<file path="src/rtl/word_splitter.sv">
// word_splitter: buffers one WORD_W-bit word and replays it as WORD_W/SLICE_W slices,
// low-slice-first or high-slice-first per word. Optional out_parity port under WORD_SPLIT_PARITY_EN.
module word_splitter #(
  parameter int WORD_W = 32,
  parameter int SLICE_W = 16,
  localparam int N = WORD_W / SLICE_W,
  localparam int IDX_W = (N > 1) ? $clog2(N) : 1
) (
  input  logic               clk,
  input  logic               rst_n,
  input  logic               in_valid,
  output logic               in_ready,
  input  logic [WORD_W-1:0]  in_word,
  input  logic               in_hi_first,
  output logic               out_valid,
  input  logic               out_ready,
  output logic [SLICE_W-1:0] out_slice,
  output logic [IDX_W-1:0]   out_idx,
  output logic               out_last,
`ifdef WORD_SPLIT_PARITY_EN
  output logic               out_parity,
`endif
  output logic               state_dbg
);

  // Handshake: a transfer happens on a rising edge where valid && ready on that side.
  // Once out_valid rises it stays high, with slice/idx/last stable, until out_ready takes it;
  // in_ready may depend combinationally on out_ready, out_valid never depends on in_valid.

  typedef enum logic {
    IDLE = 1'b0,
    SEND = 1'b1
  } state_t;

  localparam logic [IDX_W-1:0] IDX_LAST = IDX_W'(N - 1);
  localparam logic [IDX_W-1:0] IDX_ONE  = IDX_W'(1);

  state_t              state_q, state_d;
  logic [WORD_W-1:0]   buf_q, buf_d;
  logic                hi_q, hi_d;
  logic [IDX_W-1:0]    idx_q, idx_d;

  logic                send;
  logic                last_c;
  logic                accept;
  logic                beat;

  always_ff @(posedge clk or negedge rst_n) begin
    if (!rst_n) begin
      state_q <= IDLE;
      buf_q   <= '0;
      hi_q    <= 1'b0;
      idx_q   <= '0;
    end else begin
      state_q <= state_d;
      buf_q   <= buf_d;
      hi_q    <= hi_d;
      idx_q   <= idx_d;
    end
  end

  always_comb begin
    send      = (state_q == SEND);
    last_c    = hi_q ? (idx_q == '0) : (idx_q == IDX_LAST);
    out_valid = send;
    out_slice = send ? SLICE_W'(buf_q >> (SLICE_W * int'(idx_q))) : '0;
    out_idx   = send ? idx_q : '0;
    out_last  = send & last_c;
    // A new word can only enter when the buffer is empty or its final slice leaves this edge.
    in_ready  = rst_n & (~send | (last_c & out_ready));
    accept    = in_valid & in_ready;
    beat      = send & out_ready;

    state_d = state_q;
    buf_d   = buf_q;
    hi_d    = hi_q;
    idx_d   = idx_q;
    if (accept) begin
      state_d = SEND;
      buf_d   = in_word;
      hi_d    = in_hi_first;
      idx_d   = in_hi_first ? IDX_LAST : '0;
    end else if (beat) begin
      if (last_c) begin
        state_d = IDLE;
      end else begin
        idx_d = hi_q ? (idx_q - IDX_ONE) : (idx_q + IDX_ONE);
      end
    end
  end

`ifdef WORD_SPLIT_PARITY_EN
  assign out_parity = ^out_slice;
`endif

  assign state_dbg = state_q;

endmodule
</file>
<file path="config.mk">
export PLATFORM = sky130hd
export DESIGN_NAME = word_splitter
export DESIGN_NICKNAME = d
export VERILOG_FILES = /design/src/rtl/word_splitter.sv
export SDC_FILE = /design/constraint.sdc
export NUM_CORES = 1
export LEC_CHECK = 0
export CORE_MARGIN = 3
export CORE_UTILIZATION = 46
export CTS_CLUSTER_DIAMETER = 200
export DETAILED_ROUTE_END_ITERATION = 6
export PLACE_DENSITY_LB_ADDON = 0.15
export SLEW_MARGIN = 20
export SYNTH_ARGS = -nofsm -noshare
export SYNTH_HDL_FRONTEND = slang
export SYNTH_SLANG_ARGS = --single-unit
</file>
<file path="constraint.sdc">
create_clock -name clk -period 1.9 [get_ports clk]
set_input_delay 0.57 -clock clk [delete_from_list [all_inputs] [get_ports clk]]
set_output_delay 0.57 -clock clk [all_outputs]
set_load 0.02 [all_outputs]
</file>
# After elaboration in Yosys (flattened, before gate mapping)

Cells that the tools add are included.

Flip-flop bits (word level): 35
Input bits: 37

Add/subtract/negate cells: 2
Equal/unequal tests: 1
Shift operators: 1
Muxes and demuxes: 11
Bitwise gates (word level): 8
Reductions and logical operators: 4

Operators with widths:

| operator                                              | count |
|---|---|
| >> shifter 32 x 5 -> 16 bit                           | 1 |
| two-way mux 16 bit                                    | 1 |
| two-way mux 1 bit                                     | 10 |
| AND 1 bit                                             | 5 |
| AND reduction 2 bit                                   | 2 |
| nonzero test 2 bit                                    | 2 |
| inequality test 2 x 1 -> 1 bit, second input constant | 1 |
| NOT 1 bit                                             | 2 |
| adder 1 bit, second input constant                    | 1 |
| OR 1 bit                                              | 1 |
| subtractor 1 bit, second input constant               | 1 |

# Longest topological paths before layout

Depth after elaboration: 8
Depth in mapped cells: 5
Depth with buffers taken out: 3

# Least setup slack after synthesis

No wires, ideal clock.

Path kind: reg-to-output
From: register state_q, in the netlist out_valid
To: output out_slice[10]
Arrival time: 1.165 ns
Path slack: 0.165 ns
Cell stages (with the launch flop): 3
Buffers on the path: 1
Cell sequence: dfrtp_1 -> clkbuf_1 -> nor2b_1

Cells in the longest elaborated chain, start to end: 1

RTL lines:

| item                   | RTL line | source |
|---|---|---|
| start, declared        | 38       | `state_t state_q, state_d;` |
| start signal, assigned | 55       | `state_q <= state_d;` |
| two-way mux 16 bit     | 66       | `out_slice = send ? SLICE_W'(buf_q >> (SLICE_W * int'(idx_q))) : '0;` |
| end, declared          | 17       | `output logic [SLICE_W-1:0] out_slice,` |

No other way between the ends.

# Worst setup path in the final report

From: register idx_q
To: output out_slice[8]

Cells in the longest elaborated chain, start to end: 2

RTL lines:

| item                        | RTL line | source |
|---|---|---|
| start, declared             | 41       | `logic [IDX_W-1:0] idx_q, idx_d;` |
| start signal, assigned      | 58       | `idx_q <= idx_d;` |
| >> shifter 32 x 5 -> 16 bit | 66       |  |
| two-way mux 16 bit          | 66       |  |

No other way between the ends.

==> results by group <==
Pwr
  – Leak Pwr: around 1.2 nW
  – Pwr Total: approximately 4.6 mW
  – Peak supply drop: approximately 0.00095 V
  – Pwr dens: 1760 mW/mm2

Place
  – Placer Congestion: 0.703
  – Pre-CTS setup slack: -0.716 ns
  – # placed instances: ~240
  – Input/output buffers: 57
  – HPWL Detailed: just under 3000 um

STA
  – Skew final: 0.00243 ns
  – Least-Margin Pin Slew: around 0.26 ns
  – Final Hold Viols: 0
  – Fin. max-slew vios: 0
  – RSZ-0062 raised after global routing: true
  – Period utilization: 1.05
  – Slew margin rel.: 0.825
  – # setup viols final: 15
  – Max Fclk: 500 MHz
  – Post-layout minimum cycle time: about 2 ns
  – PnR worst setup slack: -0.0986 ns

Critical path
  – Element type at the critical path end: primary output
  – Arrival time at the worst endpoint: around 1.4 ns
  – CP peak stage delay: approximately 0.50 ns
  – Worst EP required: between 1 and 1.5 ns
  – Slowest cell on crit path: dfrtp_2
  – Crit start category: register
  – Setup CP Type: register to primary output
  – CP max FO: 8
  – Critical Path Stages: 5
  – Worst path top cell family by delay: flip-flops
  – Worst path buffer plus inverter count: 3
  – Depth of the worst register-to-register path: 6
  – Cell Chain, Critical Path: buf_8 -> buf_6 -> mux2i_1 -> nor2b_1 -> buf_4

Clock tree
  – Clk_lat worst skew: ~0.27 ns
  – CTS Hold Bufs: 0
  – Largest buffer count on any clock path: 2
  – CTS tree: built
  – # H-tree levels: 2
  – Clk pin slew, worst setup/hold paths: ~0.060 ns
  – Root buffer cell: clkbuf_8
  – TritonCTS Sinks: 35
  – CTS Buf Count: 5

Logic synthesis
  – Yosys cell types: 25
  – Post-synthesis sequential area ratio: 0.476
  – Netlist Area Pre-Place: 0.00184 mm2
  – EDFF count, synth: 0
  – Register bit count reported by yosys: 35
  – Cells after Synth: around 130
  – Post-synth top flop: dfrtp_1
  – Ys async rst share: 1.00
  – Yosys Warn Count: 0
  – Syn avg cell area: 13.9 um2
  – Post-synthesis net count: around 170

Finish
  – Most frequent cells in the layout: dfrtp_1 (34), clkdlybuf4s50_1 (34), mux2_4 (30)
  – Nets: roughly 240
  – Filler cells: roughly 260
  – Sequential Area: between 800 and 900 um2
  – Fraction of layout cells with a size suffix above 1: 0.400
  – Area of the multi-input gates: 908 um2
  – N_diodes: 0
  – Non-Filler Instances: 253
  – Area growth syn-to-layout: 43.4%

Detailed routing
  – Vias: 1251
  – Post-route ant nets: 0
  – Drt drc: 0
  – Vias/cell: between 4 and 5
  – First-pass detailed-route iteration total: 4
  – Wire length per cell: roughly 16 um
  – Post-Route WL: 3990 um
  – Drt first-iter violations: 33

Floorplan
  – Row count: 22
  – Core Area: 0.00377 mm2
  – Io pins: slightly below 60
  – Starting density of the core: 0.488
  – Horiz. Die Dim: 69.3 um
  – Die Area: around 0.0048 mm2
  – Die H: 69.3 um

Global routing
  – Gr usage total: 0.179
  – Antenna violations before repair: 0
  – Grt ovf: 0
  – First-pass GRT wire length: just under 7000 um
  – Largest net degree at the start of global routing: 21
  – Vias in the first global route: ~1.4k

Flow run
  – Max cap viols: 0

Outcome
  – Failing checks: setup timing
  – Status: finished with violations

Hold path
  – Hold Path Class: input port to asynchronous set/reset pin
## per-stage QoR
step / util / setup TNS, ns / area [um2] / hold WS [ns]
global route: 0.700 / -1.68 / 2640 / 0.296
detailed placement: 0.670 / -12.92 / 2530 / 0.497
finish: 0.700 / -0.541 / 2640 / 0.281
CTS: 0.694 / -0.946 / 2620 / 0.276
global placement: 0.670 / -11.16 / 2530 / 0.488
floorplan: - / 0 / 1840 / 0.274
## sequential cells by signal (all words and copies together) (netlist names)
register   flops
out_valid      1
hi_q           1
idx_q          1
buf_q         32
## area by class of cell
| cell class | instances | share of cell area |
|---|---|---|
| clock buffers | 6 | 0.0275 |
| repair buffers | 76 | 0.270 |
| flip-flops and latches | 35 | 0.332 |
| inverters | 2 | 0.00284 |
| well taps | 48 | 0.0228 |
| multi-input cells | 86 | 0.344 |
## cells in the mapped netlist, drive strengths merged, types with 2 or more instances
library cell	count	area share
a21oi	2	0.0054
and2	2	0.0068
buf	7	0.034
clkbuf	2	0.0041
dfrtp	35	0.48
inv	2	0.0041
mux2	32	0.26
mux2i	16	0.087
nand2	4	0.0082
nand3	2	0.0054
nor2b	16	0.054
o21ai	2	0.0054
## path summary, 6_finish.rpt
kind,startpoint,endpoint,slack (ns)
max,idx_q$_DFFE_PN0P_,out_slice[8],-0.1
min,rst_n,idx_q$_DFFE_PN0P_,0.28
max reg2reg,idx_q$_DFFE_PN0P_,buf_q[13]$_DFFE_PN0P_,0.10
min reg2reg,buf_q[4]$_DFFE_PN0P_,buf_q[4]$_DFFE_PN0P_,0.51
max in group asynchronous,rst_n,buf_q[31]$_DFFE_PN0P_,1.40
min in group clk,buf_q[4]$_DFFE_PN0P_,buf_q[4]$_DFFE_PN0P_,0.51
## worst reg2reg max path: cells and delay by family (launching register included)
| kind | cells | cell delay (ns) |
|---|---|---|
| compound gates | 1 | 0.21 |
| flops | 1 | 0.50 |
| buf+inv | 3 | 0.49 |
| mux | 1 | 0.33 |
| xor+xnor | 1 | 0.17 |
## power breakdown
part           switching (mW)  internal (mW)  leakage, nW
clock                   0.224          0.244       0.0371
sequential              0.276           1.13        0.410
combinational            1.15           1.61        0.781
total                    1.66           2.98         1.23
## metal layers
metal / wire length (um) / part of all wire / vias to the layer above / global-route usage
met2: 2030 / 0.51 / 42 / 0.303
li1: - / - / 602 / -
met4: 40 / 0.010 / 0 / 0.0564
met3: 243 / 0.061 / 5 / 0.0551
met1: 1680 / 0.42 / 602 / 0.217
met5: 0 / 0 / - / 0
## kinds of logic after synthesis
family                    synth area share
muxes                                0.344
DFF                                  0.476
and+or+nand+nor                     0.0897
buffers and inverters               0.0422
AOI/OAI and AO/OA                   0.0394
xor gates and xnor gates           0.00884
## repair_timing
item                       in CTS  in global routing
setup endpoints to repair      40                 18
setup buffers                   3                  1
cloned                          1                  0
pin swaps                       4                  1
gates resized for setup       101                  6
(Power assumes the default switching activity.)
